$ cat src/rtl/chan_err_pkg.sv
// Shared types and constants for the channel error injector.
// The optional statistics counters are enabled by defining CHAN_ERR_STATS_EN.
package chan_err_pkg;

  typedef enum logic [1:0] {
    MODE_OFF      = 2'b00,
    MODE_RANDOM   = 2'b01,
    MODE_BURST    = 2'b10,
    MODE_PERIODIC = 2'b11
  } err_mode_e;

  typedef enum logic {
    ST_CLEAN = 1'b0,
    ST_BURST = 1'b1
  } burst_state_e;

  // Right-shifting Galois form of x^16+x^14+x^13+x^11+1.
  localparam logic [15:0] LFSR_POLY     = 16'hB400;
  localparam logic [15:0] ZERO_SEED_SUB = 16'hACE1;

  function automatic logic [15:0] lfsr_next(input logic [15:0] s);
    return (s >> 1) ^ (s[0] ? LFSR_POLY : 16'h0000);
  endfunction

  function automatic logic [3:0] popcount8(input logic [7:0] v);
    logic [3:0] n;
    n = '0;
    for (int i = 0; i < 8; i++) n = n + {3'b000, v[i]};
    return n;
  endfunction

endpackage

$ cat src/rtl/chan_err_injector_if.sv
// Symbol stream and status bundle of the channel error injector.
// Handshake: valid-only stream, no backpressure. A symbol is transferred on
// every clk edge where in_valid_i is high; out_valid_o marks the corrupted
// symbol one cycle later. There is no ready signal, the sink must always accept.
interface chan_err_injector_if #(
  parameter int SYM_W = 2
);
  chan_err_pkg::err_mode_e    mode_i;
  logic                       start_i;
  logic                       in_valid_i;
  logic [SYM_W-1:0]           in_sym_i;
  logic                       out_valid_o;
  logic [SYM_W-1:0]           out_sym_o;
  logic [SYM_W-1:0]           err_mask_o;
  logic                       win_active_o;
  logic [15:0]                inj_count_o;
  logic [15:0]                bit_err_count_o;
  chan_err_pkg::burst_state_e dbg_state_o;

  modport master (
    output mode_i, start_i, in_valid_i, in_sym_i,
    input  out_valid_o, out_sym_o, err_mask_o, win_active_o,
    input  inj_count_o, bit_err_count_o, dbg_state_o
  );

  modport slave (
    input  mode_i, start_i, in_valid_i, in_sym_i,
    output out_valid_o, out_sym_o, err_mask_o, win_active_o,
    output inj_count_o, bit_err_count_o, dbg_state_o
  );
endinterface

$ cat src/rtl/chan_lfsr.sv
// 16-bit Galois LFSR that advances one step whenever step is high.
module chan_lfsr
  import chan_err_pkg::*;
(
  input  logic        clk,
  input  logic        rst,
  input  logic [15:0] seed,
  input  logic        step,
  output logic [15:0] state
);

  always_ff @(posedge clk or negedge rst) begin
    if (!rst)      state <= seed;
    else if (step) state <= lfsr_next(state);
  end

endmodule

$ cat src/rtl/chan_err_injector.sv
// Channel error injector: XORs a mode-dependent error mask onto a symbol stream.
// Define CHAN_ERR_STATS_EN to build the injection and bit-error counters.
module chan_err_injector
  import chan_err_pkg::*;
#(
  parameter int          SYM_W     = 2,
  parameter int          RATE_N    = 4,
  parameter int          BURST_LEN = 16,
  parameter int          PERIOD    = 16,
  parameter int          WINDOW    = 256,
  parameter logic [15:0] SEED      = 16'hACE1
) (
  input  logic                clk,
  input  logic                rst,
  chan_err_injector_if.slave  bus
);

  localparam logic [15:0] SEED_EFF = (SEED == 16'h0000) ? ZERO_SEED_SUB : SEED;
  localparam logic [15:0] WIN      = 16'(WINDOW);
  localparam logic [7:0]  PER_LAST = 8'(PERIOD - 1);
  localparam logic [7:0]  BL_LAST  = 8'(BURST_LEN - 1);

  logic             accept;
  logic             start;
  err_mode_e        mode;
  logic [15:0]      lfsr_q;
  logic [15:0]      sym_ct_q, eff_ct, ct_next;
  logic [7:0]       per_q, eff_per, per_next;
  logic             eff_active;
  logic             trig;
  logic [SYM_W-1:0] rand_raw, rand_mask, mask_d;
  burst_state_e     state_q, state_d, cur_state;
  logic [7:0]       burst_ct_q, burst_ct_d, cur_burst_ct;
  logic             burst_hit;
  logic             out_valid_q;
  logic [SYM_W-1:0] out_sym_q, err_mask_q;

  assign accept = bus.in_valid_i;
  assign start  = bus.start_i;
  assign mode   = bus.mode_i;

  chan_lfsr u_lfsr (
    .clk   (clk),
    .rst   (rst),
    .seed  (SEED_EFF),
    .step  (accept),
    .state (lfsr_q)
  );

  // A start pulse makes the symbol accepted in the same cycle index 0.
  always_comb begin
    eff_ct     = start ? 16'h0000 : sym_ct_q;
    eff_per    = start ? 8'h00 : per_q;
    eff_active = (eff_ct < WIN);
    ct_next    = eff_ct;
    per_next   = eff_per;
    if (accept) begin
      if (eff_active) ct_next = eff_ct + 16'h0001;
      per_next = (eff_per == PER_LAST) ? 8'h00 : eff_per + 8'h01;
    end
  end

  assign trig      = (lfsr_q[RATE_N-1:1] == '0);
  assign rand_raw  = lfsr_q[15 -: SYM_W];
  assign rand_mask = (rand_raw == '0) ? SYM_W'(1) : rand_raw;

  // Burst FSM: burst_ct counts burst symbols already emitted.
  always_comb begin
    cur_state    = state_q;
    cur_burst_ct = burst_ct_q;
    if (start || mode != MODE_BURST) begin
      cur_state    = ST_CLEAN;
      cur_burst_ct = 8'h00;
    end
    state_d    = cur_state;
    burst_ct_d = cur_burst_ct;
    burst_hit  = 1'b0;
    if (accept && mode == MODE_BURST) begin
      if (!eff_active) begin
        state_d    = ST_CLEAN;
        burst_ct_d = 8'h00;
      end else if (cur_state == ST_BURST) begin
        burst_hit = 1'b1;
        if (cur_burst_ct == BL_LAST) begin
          state_d    = ST_CLEAN;
          burst_ct_d = 8'h00;
        end else begin
          burst_ct_d = cur_burst_ct + 8'h01;
        end
      end else if (trig) begin
        burst_hit = 1'b1;
        if (BURST_LEN > 1) begin
          state_d    = ST_BURST;
          burst_ct_d = 8'h01;
        end
      end
    end
    if (accept && ct_next >= WIN) begin
      state_d    = ST_CLEAN;
      burst_ct_d = 8'h00;
    end
  end

  always_ff @(posedge clk or negedge rst) begin
    if (!rst) begin
      state_q    <= ST_CLEAN;
      burst_ct_q <= 8'h00;
    end else begin
      state_q    <= state_d;
      burst_ct_q <= burst_ct_d;
    end
  end

  always_comb begin
    mask_d = '0;
    if (eff_active) begin
      unique case (mode)
        MODE_RANDOM:   if (trig) mask_d = rand_mask;
        MODE_BURST:    if (burst_hit) mask_d = rand_mask;
        MODE_PERIODIC: if (eff_per == PER_LAST) mask_d = SYM_W'(1);
        default:       mask_d = '0;
      endcase
    end
  end

  always_ff @(posedge clk or negedge rst) begin
    if (!rst) begin
      sym_ct_q    <= 16'h0000;
      per_q       <= 8'h00;
      out_valid_q <= 1'b0;
      out_sym_q   <= '0;
      err_mask_q  <= '0;
    end else begin
      sym_ct_q    <= ct_next;
      per_q       <= per_next;
      out_valid_q <= accept;
      if (accept) begin
        out_sym_q  <= bus.in_sym_i ^ mask_d;
        err_mask_q <= mask_d;
      end
    end
  end

`ifdef CHAN_ERR_STATS_EN
  logic [15:0] inj_q, bits_q, inj_base, bits_base, inj_d, bits_d;
  logic [16:0] bits_sum;

  always_comb begin
    inj_base  = start ? 16'h0000 : inj_q;
    bits_base = start ? 16'h0000 : bits_q;
    bits_sum  = {1'b0, bits_base} + 17'(popcount8(8'(mask_d)));
    inj_d     = inj_base;
    bits_d    = bits_base;
    if (accept && mask_d != '0) begin
      inj_d  = (inj_base == 16'hFFFF) ? 16'hFFFF : inj_base + 16'h0001;
      bits_d = bits_sum[16] ? 16'hFFFF : bits_sum[15:0];
    end
  end

  always_ff @(posedge clk or negedge rst) begin
    if (!rst) begin
      inj_q  <= 16'h0000;
      bits_q <= 16'h0000;
    end else begin
      inj_q  <= inj_d;
      bits_q <= bits_d;
    end
  end

  assign bus.inj_count_o     = inj_q;
  assign bus.bit_err_count_o = bits_q;
`else
  assign bus.inj_count_o     = 16'h0000;
  assign bus.bit_err_count_o = 16'h0000;
`endif

  assign bus.out_valid_o  = out_valid_q;
  assign bus.out_sym_o    = out_sym_q;
  assign bus.err_mask_o   = err_mask_q;
  assign bus.win_active_o = (sym_ct_q < WIN);
  assign bus.dbg_state_o  = state_q;

endmodule

$ cat src/flat_wrapper.sv
// flat-port wrapper written by rule: the top's interface ports become plain ports
module chan_err_injector_flat import chan_err_pkg::*;
#(
  parameter int          SYM_W     = 2,
  parameter int          RATE_N    = 4,
  parameter int          BURST_LEN = 16,
  parameter int          PERIOD    = 16,
  parameter int          WINDOW    = 256,
  parameter logic [15:0] SEED      = 16'hACE1
)
  (clk, rst, bus_mode_i, bus_start_i, bus_in_valid_i, bus_in_sym_i, bus_out_valid_o, bus_out_sym_o, bus_err_mask_o, bus_win_active_o, bus_inj_count_o, bus_bit_err_count_o, bus_dbg_state_o);
  chan_err_injector_if #(.SYM_W(SYM_W)) bus_i ();
  input  logic clk;
  input  logic rst;
  input wire logic [$bits(bus_i.mode_i)-1:0] bus_mode_i;
  input wire logic [$bits(bus_i.start_i)-1:0] bus_start_i;
  input wire logic [$bits(bus_i.in_valid_i)-1:0] bus_in_valid_i;
  input wire logic [$bits(bus_i.in_sym_i)-1:0] bus_in_sym_i;
  output wire logic [$bits(bus_i.out_valid_o)-1:0] bus_out_valid_o;
  output wire logic [$bits(bus_i.out_sym_o)-1:0] bus_out_sym_o;
  output wire logic [$bits(bus_i.err_mask_o)-1:0] bus_err_mask_o;
  output wire logic [$bits(bus_i.win_active_o)-1:0] bus_win_active_o;
  output wire logic [$bits(bus_i.inj_count_o)-1:0] bus_inj_count_o;
  output wire logic [$bits(bus_i.bit_err_count_o)-1:0] bus_bit_err_count_o;
  output wire logic [$bits(bus_i.dbg_state_o)-1:0] bus_dbg_state_o;
  assign bus_i.mode_i = bus_mode_i;
  assign bus_i.start_i = bus_start_i;
  assign bus_i.in_valid_i = bus_in_valid_i;
  assign bus_i.in_sym_i = bus_in_sym_i;
  assign bus_out_valid_o = bus_i.out_valid_o;
  assign bus_out_sym_o = bus_i.out_sym_o;
  assign bus_err_mask_o = bus_i.err_mask_o;
  assign bus_win_active_o = bus_i.win_active_o;
  assign bus_inj_count_o = bus_i.inj_count_o;
  assign bus_bit_err_count_o = bus_i.bit_err_count_o;
  assign bus_dbg_state_o = bus_i.dbg_state_o;
  chan_err_injector #(.SYM_W(SYM_W), .RATE_N(RATE_N), .BURST_LEN(BURST_LEN), .PERIOD(PERIOD), .WINDOW(WINDOW), .SEED(SEED)) u_core (.clk(clk), .rst(rst), .bus(bus_i));
endmodule
$ cat config.mk
export PLATFORM = sky130hd
export DESIGN_NAME = chan_err_injector_flat
export DESIGN_NICKNAME = d
export VERILOG_FILES = /design/src/rtl/chan_err_pkg.sv /design/src/rtl/chan_err_injector_if.sv /design/src/rtl/chan_lfsr.sv /design/src/rtl/chan_err_injector.sv /design/src/flat_wrapper.sv
export SDC_FILE = /design/constraint.sdc
export NUM_CORES = 1
export LEC_CHECK = 0
export CORE_MARGIN = 5
export CORE_UTILIZATION = 49
export CTS_CLUSTER_DIAMETER = 100
export CTS_CLUSTER_SIZE = 8
export DETAILED_ROUTE_END_ITERATION = 8
export PLACE_DENSITY = 0.76
export SKIP_LAST_GASP = 1
export SLEW_MARGIN = 25
export SYNTH_ARGS = -nofsm -noshare
export SYNTH_HDL_FRONTEND = slang
export SYNTH_SLANG_ARGS = --single-unit
$ cat constraint.sdc
create_clock -name clk -period 1.75 [get_ports clk]
set_input_delay 0.35 -clock clk [delete_from_list [all_inputs] [get_ports clk]]
set_output_delay 0.35 -clock clk [all_outputs]
set_load 0.05 [all_outputs]
; After elaboration in Yosys (flattened, before gate mapping)
; Index checks and enable logic that the tools add are counted.
[word_totals]
register_bits = 54
out_inout_bits = 39
word_cells = 57
input_bits = 8
[classes]
order_cmp = 3
bitwise_logic = 2
eq_ne = 6
mux = 30
addsub = 3
reduce_logical = 5
[op_table]
columns = operator, n
row1 = $mux 8, 10
row2 = $mux 16, 4
row3 = $lt 16x9->1 const B, 2
row4 = $add 16x1->16 const B, 1
row5 = $add 8x1->8 const B, 2
row6 = $eq 8x4->1 const B, 2
row7 = $ge 16x9->1 const B, 1
row8 = $xor 15x16->16, 1
row9 = $mux 1, 11
row10 = $mux 2, 4
row11 = $pmux 2 s3, 1
row12 = $eq 2x2->1 const B, 2
row13 = $logic_not 3->1, 1
row14 = $eq 2x1->1 const B, 1
row15 = $logic_and 1x1->1, 2
row16 = $logic_not 2->1, 1
row17 = $ne 2x2->1 const B, 1
row18 = $xor 2x2->2, 1
row19 = $logic_or 1x1->1, 1

; Depth between registers and ports, before layout
; Gate-level depths: netlist of run 1.
[logic_depth]
ltp_word = 10
mapped_depth = 8
mapped_depth_nobuf = 8

; Worst setup path before layout of run 1
; Ideal clock, no wire load.
[synth_timing]
kind = in2reg
startpoint = input port bus_mode_i[0]
endpoint = register u_core.burst_ct_q[7]
cell_stages = 8
arrival_ns = 1.887
setup_time_ns = 0.094
required_time_ns = 1.656
n_path_buf = 0
setup_slack_ns = -0.231
path_cell_list = nand2b_1 > nor2_1 > and2_1 > ha_1 > and4b_1 > a2111oi_2 > mux2i_1 > a221oi_2
[synth_via]
elab_chain_cells = 9
word_cells_on_any_way = 14
cone_classes = 1 x add/sub / 3 x eq/ne / 8 x mux / 2 x reduce/logical
[synth_rtl]
columns = item, line_no
row1 = start: declaration, flat_wrapper.sv:15  ; input wire logic [$bits(bus_i.mode_i)-1:0] bus_mode_i;
row2 = $ne 2x2->1, chan_err_injector.sv:71  ; if (start || mode != MODE_BURST) begin
row3 = $logic_or 1x1->1, chan_err_injector.sv:71
row4 = $mux 8, chan_err_injector.sv:71
row5 = $add 8x1->8 or $eq 8x4->1 (tied branches), "chan_err_injector.sv:88, chan_err_injector.sv:84"
row6 = $mux 8, chan_err_injector.sv:84  ; if (cur_burst_ct == BL_LAST) begin
row7 = $mux 8, chan_err_injector.sv:82  ; end else if (cur_state == ST_BURST) begin
row8 = $mux 8, chan_err_injector.sv:79  ; if (!eff_active) begin
row9 = $mux 8 *, chan_err_injector.sv:78  ; if (accept && mode == MODE_BURST) begin
row10 = $mux 8 *, chan_err_injector.sv:98  ; if (accept && ct_next >= WIN) begin
row11 = via u_core.burst_ct_d[7], chan_err_injector.sv:33  ; logic [7:0] burst_ct_q, burst_ct_d, cur_burst_ct;
row12 = end signal: assignment, chan_err_injector.sv:110  ; burst_ct_q <= burst_ct_d;
row13 = end: declaration, chan_err_injector.sv:33
; Mark *: on every way through the listed nets, which the timed path passes. The rest lies on a longest branch.
; A chain may end at the register's enable or synchronous reset.

; Final worst setup path of run 1
; Same ends and word-level chain as after synthesis.

==> run_results.csv, run 1 <==
group,metric,value,unit
timing,fmax,532,MHz
timing,post-route-period-util,1.07,
detailed_routing,route.detailed.drc,0,
detailed_routing,drt_iter0_markers,135,
global_route,antenna_found_initial,0,
synthesis,ys_seq_elements,54,
detailed_routing,routed_wl,7340,um
synthesis,syn_area_per_cell,10.0,um^2
synthesis,syn_area,3180,um^2
clock_network,cts.sinks,54,
timing,rsz0062_at_grt,"yes",
clock_network,ctsHoldBuffers,0,
clock_network,cts_made_buffers,5,
final_layout,drive_above_1_share,0.364,
final_layout,fin_nets,400,
synthesis,synthTopCellsByArea,"dfrtp_1 36%, buf_4 7.8%, dfstp_2 6.6%",
timing,post-route-min-period,1.88,ns
power,peakVddDrop,0.830,mV
timing,tightest_slew,0.719,ns
final_layout,fillers,478,
setup_path,start_kind,"primary input",
setup_path,worstSetupPathType,"primary input to flop",
detailed_routing,route.antenna.remaining_nets,0,
global_route,grt_max_degree,55,
synthesis,ys.warnings.count,0,
synthesis,ys_async_sr_fraction,1.00,
place,place_congestion,0.968,
synthesis,ys.flop_type,"dfrtp_1",
die,core_area,6310,um^2
setup_path,cp.required,1.97,ns
timing,hold_violations,0,
die,die_area,8200,um^2
final_layout,final_common_cell,"buf_4",
clock_network,worstSkewPairLatency,0.32,ns
timing,setup_tns,-0.586,ns
place,post-place-ws,-0.795,ns
synthesis,synth_top_area_cell,"dfrtp_1",
synthesis,synth_edf_count,0,
global_route,gr-total-overflow,0,
place,port-buffer-count,14,
timing,hold_ws,0.00734,ns
clock_network,htreeDepth,2,
synthesis,ys_types,61,
setup_path,timing.rr.end,"u_core.burst_ct_q[7]",
final_layout,diodes,0,
setup_path,r2r_slack,-0.12,ns
global_route,grt_pass1_wl,11700,um
timing,finClkSkew,0.00841,ns
die,fp.dieH,90.6,um
timing,finalSetupViolCount,8,
run,drv_cap,0,
synthesis,syn_inst,317,
global_route,grt_pass1_vias,2474,
setup_path,arrival,2.10,ns
synthesis,ys_seq_area_frac,0.428,
setup_path,end_kind,"flop",
timing,maxSlewViolCount,0,
die,rows,29,
detailed_routing,route.vias.total,2581,
power,p_leak,0.00169,uW
clock_network,clk_pin_slew,0.10,ns
final_layout,multi_input_area,1750,um^2
final_layout,area_growth,24.6,%
global_route,grt_use_total,0.170,
setup_path,cp_max_fo,5,
detailed_routing,wl_per_cell,15.7,um
final_layout,ff_latch_area,1360,um^2
clock_network,tritoncts,"built",
die,start_util,0.504,
timing,setup_ws,-0.130,ns
status,status,"complete, but fails checks",
place,hpwlAfterDp,5030,um
setup_path,r2r-start,"u_core.burst_ct_q[1]",
final_layout,final_cell_mix,"70 x buf_4, 46 x dfrtp_1, 32 x conb_1",
synthesis,yosysTopAreaCellShare,0.362,
timing,slew_headroom,0.513,
status,failed_checks,"setup timing",
hold_path,hold_class,"primary input to asynchronous set/reset pin",
detailed_routing,vias_per_cell,5.53,
clock_network,cts-root-buf,"clkbuf_8",
die,die_x,90.6,um
power,p_per_area,825,nW/um^2
detailed_routing,dr.pass1.iters,5,
die,pin_count,47,
clock_network,cts_buffer_depth,2,
setup_path,reg2reg_depth,7,
-- critical path, cell delays in order --
cell             delay, ns
clkdlybuf4s15_2       0.21
nand2b_4              0.14
nor2_1                0.06
and2_1                0.19
ha_4                  0.17
and4b_2               0.25
a2111oi_4             0.31
mux2i_1               0.13
a221oi_2              0.28
-- state kept, by name, summed over array words and instances (netlist names) --
register	count
u_core.burst_ct_q	8
u_core.bus.dbg_state_o	1
u_core.bus.err_mask_o	2
u_core.bus.out_sym_o	2
u_core.bus.out_valid_o	1
u_core.per_q	8
u_core.sym_ct_q	16
u_core.u_lfsr.state	16
-- power breakdown --
part           switching, uW  internal, uW
Clock                    421           328
Sequential               158          1520
Combinational            484           354
-- synthesized netlist by cell type, types with 4 or more instances --
master,n
nand2b_1,4
xnor2_1,9
nand2_1,15
dfstp_2,8
buf_2,9
or3_1,7
inv_1,10
nand4_1,6
o21ai_0,10
and2_1,4
nor2_1,15
dfrtp_1,46
a21oi_1,16
mux2_2,14
buf_4,33
nand3_1,11
a31oi_1,4
nor2b_1,20
nor3_1,10
-- area by class of cell --
class,count,share of cell area
Sequential cell,54,0.344
Multi-Input combinational cell,239,0.441
Timing Repair Buffer,79,0.157
Tap cell,77,0.0243
Clock buffer,7,0.0218
Inverter,10,0.00948
Clock inverter,1,0.00221
-- metal layers --
metal | vias up | share of wire | GRT usage
li1 | 1236 | - | -
met2 | 88 | 0.49 | 0.274
met1 | 1238 | 0.43 | 0.223
met3 | 19 | 0.059 | 0.0375
met5 | - | 0 | 0
met4 | 0 | 0.019 | 0.0620
-- metrics by stage --
| step | total power, uW | instance area [um^2] | util | std cells |
|---|---|---|---|---|
| 3_3_place_gp | 2480 | 3610 | 0.572 | 443 |
| 2_1_floorplan | 2310 | 3330 | - | 348 |
| 5_1_grt | 3440 | 3960 | 0.627 | 467 |
| 6_report | 3270 | 3960 | 0.627 | 467 |
| 3_5_place_dp | 2510 | 3610 | 0.572 | 443 |
| 4_1_cts | 3260 | 3780 | 0.599 | 457 |
-- worst max-delay path by stage --
| stage | startpoint | endpoint | cells after the start |
|---|---|---|---|
| floorplan | bus_mode_i[0] | u_core.burst_ct_q[3] | 7 |
| global placement | bus_mode_i[1] | u_core.burst_ct_q[3] | 8 |
| detailed placement | bus_mode_i[0] | u_core.burst_ct_q[7] | 9 |
| CTS | u_core.burst_ct_q[1] | u_core.burst_ct_q[3] | 7 |
| global route | u_core.burst_ct_q[1] | u_core.burst_ct_q[7] | 7 |
| finish | bus_mode_i[0] | u_core.burst_ct_q[7] | 9 |
-- cell families (layout without fill, tap and decap cells) --
kind of cell / Yosys count / after routing / share of synthesized area
simple gates: 115 / 115 / 0.222
compound gates: 63 / 63 / 0.144
fa+ha+maj: 3 / 3 / 0.0118
other cells: 1 / 32 / 0.00118
buf+inv: 55 / 97 / 0.110
xor+xnor: 10 / 10 / 0.0276
mux: 16 / 16 / 0.0563
flops: 54 / 54 / 0.428
-- timing repair --
action | in CTS | in global routing
gates cloned | 0 | 0
pin swaps | 6 | 11
setup endpoints to repair | 24 | 21
setup buffers | 6 | 10
gates resized for setup | 18 | 20
Note: power is estimated with default switching activity, not from simulation.
==> run 2: changes to the inputs <==
--- a/config.mk
+++ b/config.mk
@@ -5,6 +5,7 @@
 export SDC_FILE = /design/constraint.sdc
 export NUM_CORES = 1
 export LEC_CHECK = 0
+export ABC_CLOCK_PERIOD_IN_PS = 1750
 export CORE_MARGIN = 5
 export CORE_UTILIZATION = 49
 export CTS_CLUSTER_DIAMETER = 100
==> results of run 2 <==
The final DEF is identical to that of run 1; final timing and power are the same.
==> run 3: changes to the inputs <==
--- a/config.mk
+++ b/config.mk
@@ -6,12 +6,14 @@
 export NUM_CORES = 1
 export LEC_CHECK = 0
 export ABC_CLOCK_PERIOD_IN_PS = 1750
+export CORE_ASPECT_RATIO = 0.75
 export CORE_MARGIN = 5
-export CORE_UTILIZATION = 49
+export CORE_UTILIZATION = 51
+export CTS_BUF_LIST = sky130_fd_sc_hd__clkbuf_2
 export CTS_CLUSTER_DIAMETER = 100
 export CTS_CLUSTER_SIZE = 8
 export DETAILED_ROUTE_END_ITERATION = 8
-export PLACE_DENSITY = 0.76
+export PLACE_DENSITY = 0.79
 export SKIP_LAST_GASP = 1
 export SLEW_MARGIN = 25
 export SYNTH_ARGS = -nofsm -noshare
==> run 3 against run 2 <==
Against the previous run:
- the flow still finishes with violations (setup timing)
- highest routed layer unchanged
- sequential power about the same
- sequential cell count did not move
- first-iteration DRC count is 43% higher
==> run_results.csv, run 3 (synthesis gave the netlist of run 1 again) <==
group,metric,value,unit
timing,post-route-period-util,1.12,
timing,rsz0062_at_grt,"yes",
detailed_routing,drt_iter0_markers,193,
timing,post-route-min-period,1.97,ns
final_layout,final_common_cell,"buf_4",
power,seq_power_share,0.553,
global_route,gr-total-overflow,0,
final_layout,fin_nets,399,
timing,slew_headroom,0.653,
power,comb_power_share,0.275,
place,dp_cells,442,
clock_network,cts.sinks,54,
final_layout,diodes,0,
die,fp.dieH,78.4,um
setup_path,cp.required,1.40,ns
detailed_routing,dr.pass1.iters,5,
timing,hold_violations,0,
global_route,grt_use_total,0.193,
final_layout,final_cell_mix,"61 x buf_4, 45 x dfrtp_1, 32 x conb_1",
detailed_routing,route.antenna.remaining_nets,0,
timing,finalSetupViolCount,10,
status,failed_checks,"setup timing",
global_route,grt_max_degree,29,
die,core_area,5950,um^2
hold_path,hold_class,"primary input to asynchronous set/reset pin",
setup_path,cp-endpoint,"bus_win_active_o",
setup_path,reg2reg_depth,8,
setup_path,start_kind,"flop",
power,p_sw,1040,uW
power,total_power,3020,uW
timing,maxSlewViolCount,0,
setup_path,arrival,1.62,ns
setup_path,cp_max_fo,2,
setup_path,slowest_stage,"dfrtp_1",
setup_path,r2r-start,"u_core.burst_ct_q[1]",
power,p_leak,0.00169,uW
clock_network,clk_pin_slew,0.32,ns
status,status,"complete, but fails checks",
power,p_int,1980,uW
place,place_congestion,0.888,
setup_path,path_cells,"nor4_4 -> and2_4 -> buf_12",
setup_path,r2r_slack,-0.15,ns
clock_network,tritoncts,"built",
setup_path,end_kind,"output pin",
final_layout,layoutNonFillerInstCount,467,
timing,setup_ws,-0.218,ns
final_layout,fillers,443,
final_layout,area_growth,27.2,%
global_route,grt_pass1_vias,2505,
detailed_routing,routed_wl,7800,um
place,port-buffer-count,14,
detailed_routing,route.detailed.drc,0,
timing,finClkSkew,0.0481,ns
setup_path,critPathLaunch,"u_core.sym_ct_q[8]",
setup_path,timing.rr.end,"u_core.burst_ct_q[3]",
final_layout,drive_above_1_share,0.396,
clock_network,cts_buffer_depth,2,
global_route,antenna_found_initial,0,
timing,tightest_slew,0.521,ns
final_layout,final_core_util,0.680,
setup_path,crit_path_max_incr_delay,0.49,ns
global_route,grt_pass1_wl,12400,um
detailed_routing,vias_per_cell,5.74,
clock_network,worstSkewPairLatency,0.47,ns
power,p_per_area,747,nW/um^2
power,swShare,0.344,
die,die_x,101,um
clock_network,cts-root-buf,"clkbuf_2",
die,rows,24,
clock_network,cts_made_buffers,5,
detailed_routing,wl_per_cell,16.7,um
die,start_util,0.535,
power,clkPwrFrac,0.172,
power,peakVddDrop,0.552,mV
setup_path,worstSetupPathType,"flop to output pin",
final_layout,top_regs,"u_core.sym_ct_q: 16 flops, u_core.u_lfsr.state: 16 flops",
die,pin_count,47,
timing,hold_ws,0.317,ns
timing,fmax,508,MHz
die,die_area,7930,um^2
clock_network,htreeDepth,2,
detailed_routing,route.vias.total,2681,
place,hpwlAfterDp,5290,um
run,drv_cap,0,
## run 3: cell count changes in the layout (fill, tap and decap cells not counted), moves of 3 or more
cell           previous run  this run
clkbuf_2                  0         6
clkbuf_8                  6         0
nand3_1                   9         6
dlygate4sd2_1             0         3
buf_6                     0         5
buf_4                    70        61
## run 3: what timing repair did
| action | in CTS | in global routing |
|---|---|---|
| buffers inserted | 5 | 10 |
| pin swaps | 21 | 16 |
| cloned | 0 | 1 |
| endpoints found under the setup margin | 23 | 20 |
| endpoints found under the hold margin | 15 | 0 |
| gates resized for setup | 26 | 32 |
| hold buffers | 1 | 0 |
## run 3: worst min path at each step
stage / end / cells after the start / startpoint / slack (ns)
2_1_floorplan: u_core.burst_ct_q[0] / 0 / rst / 0.05
3_3_place_gp: u_core.per_q[7] / 1 / rst / 0.35
3_5_place_dp: u_core.per_q[7] / 1 / rst / 0.35
4_1_cts: u_core.per_q[7] / 2 / rst / 0.32
5_1_grt: u_core.per_q[7] / 2 / rst / 0.31
6_report: u_core.per_q[7] / 2 / rst / 0.32
## run 3: routing by layer
metal / vias up / global-route usage / wire (um)
li1: 1229 / - / -
met1: 1320 / 0.288 / 3470
met3: 18 / 0.0425 / 646
met2: 114 / 0.285 / 3560
met4: 0 / 0.0465 / 114
met5: - / 0 / 0
## run 3: area by class of cell
cell class | count | area [um^2] | area share
multi-input combinational | 240 | 1850 | 0.458
sequential | 54 | 1360 | 0.337
timing repair buffer | 77 | 646 | 0.160
tap | 78 | 97.6 | 0.0241
inverter | 10 | 37.5 | 0.00929
clock buffer | 6 | 30.0 | 0.00743
clock inverter | 2 | 16.3 | 0.00402
## run 3: worst max-delay path: cells and delay by family, from the launching register on
family | cells | cell delay, ns
buffers and inverters | 1 | 0.13
flip-flops | 1 | 0.49
AND/OR/NAND/NOR | 2 | 0.53
## run 3: power groups by stage
| stage | Clock (uW) | Sequential (uW) | Combinational [uW] |
|---|---|---|---|
| 5_1_grt | 589 | 1700 | 909 |
| 3_3_place_gp | 0 | 1690 | 764 |
| 2_1_floorplan | 0 | 1710 | 597 |
| 3_5_place_dp | 0 | 1700 | 780 |
| 6_report | 518 | 1670 | 831 |
| 4_1_cts | 542 | 1670 | 798 |
## run 3: per-stage QoR
stage	TNS, ns	setup WS (ns)	instance area, um^2
detailed placement	-16.83	-0.785	3610
CTS	-0.710	-0.232	3810
finish	-0.910	-0.218	4040
global placement	-15.05	-0.761	3610
floorplan	-0.515	-0.121	3330
global route	-1.98	-0.317	4040
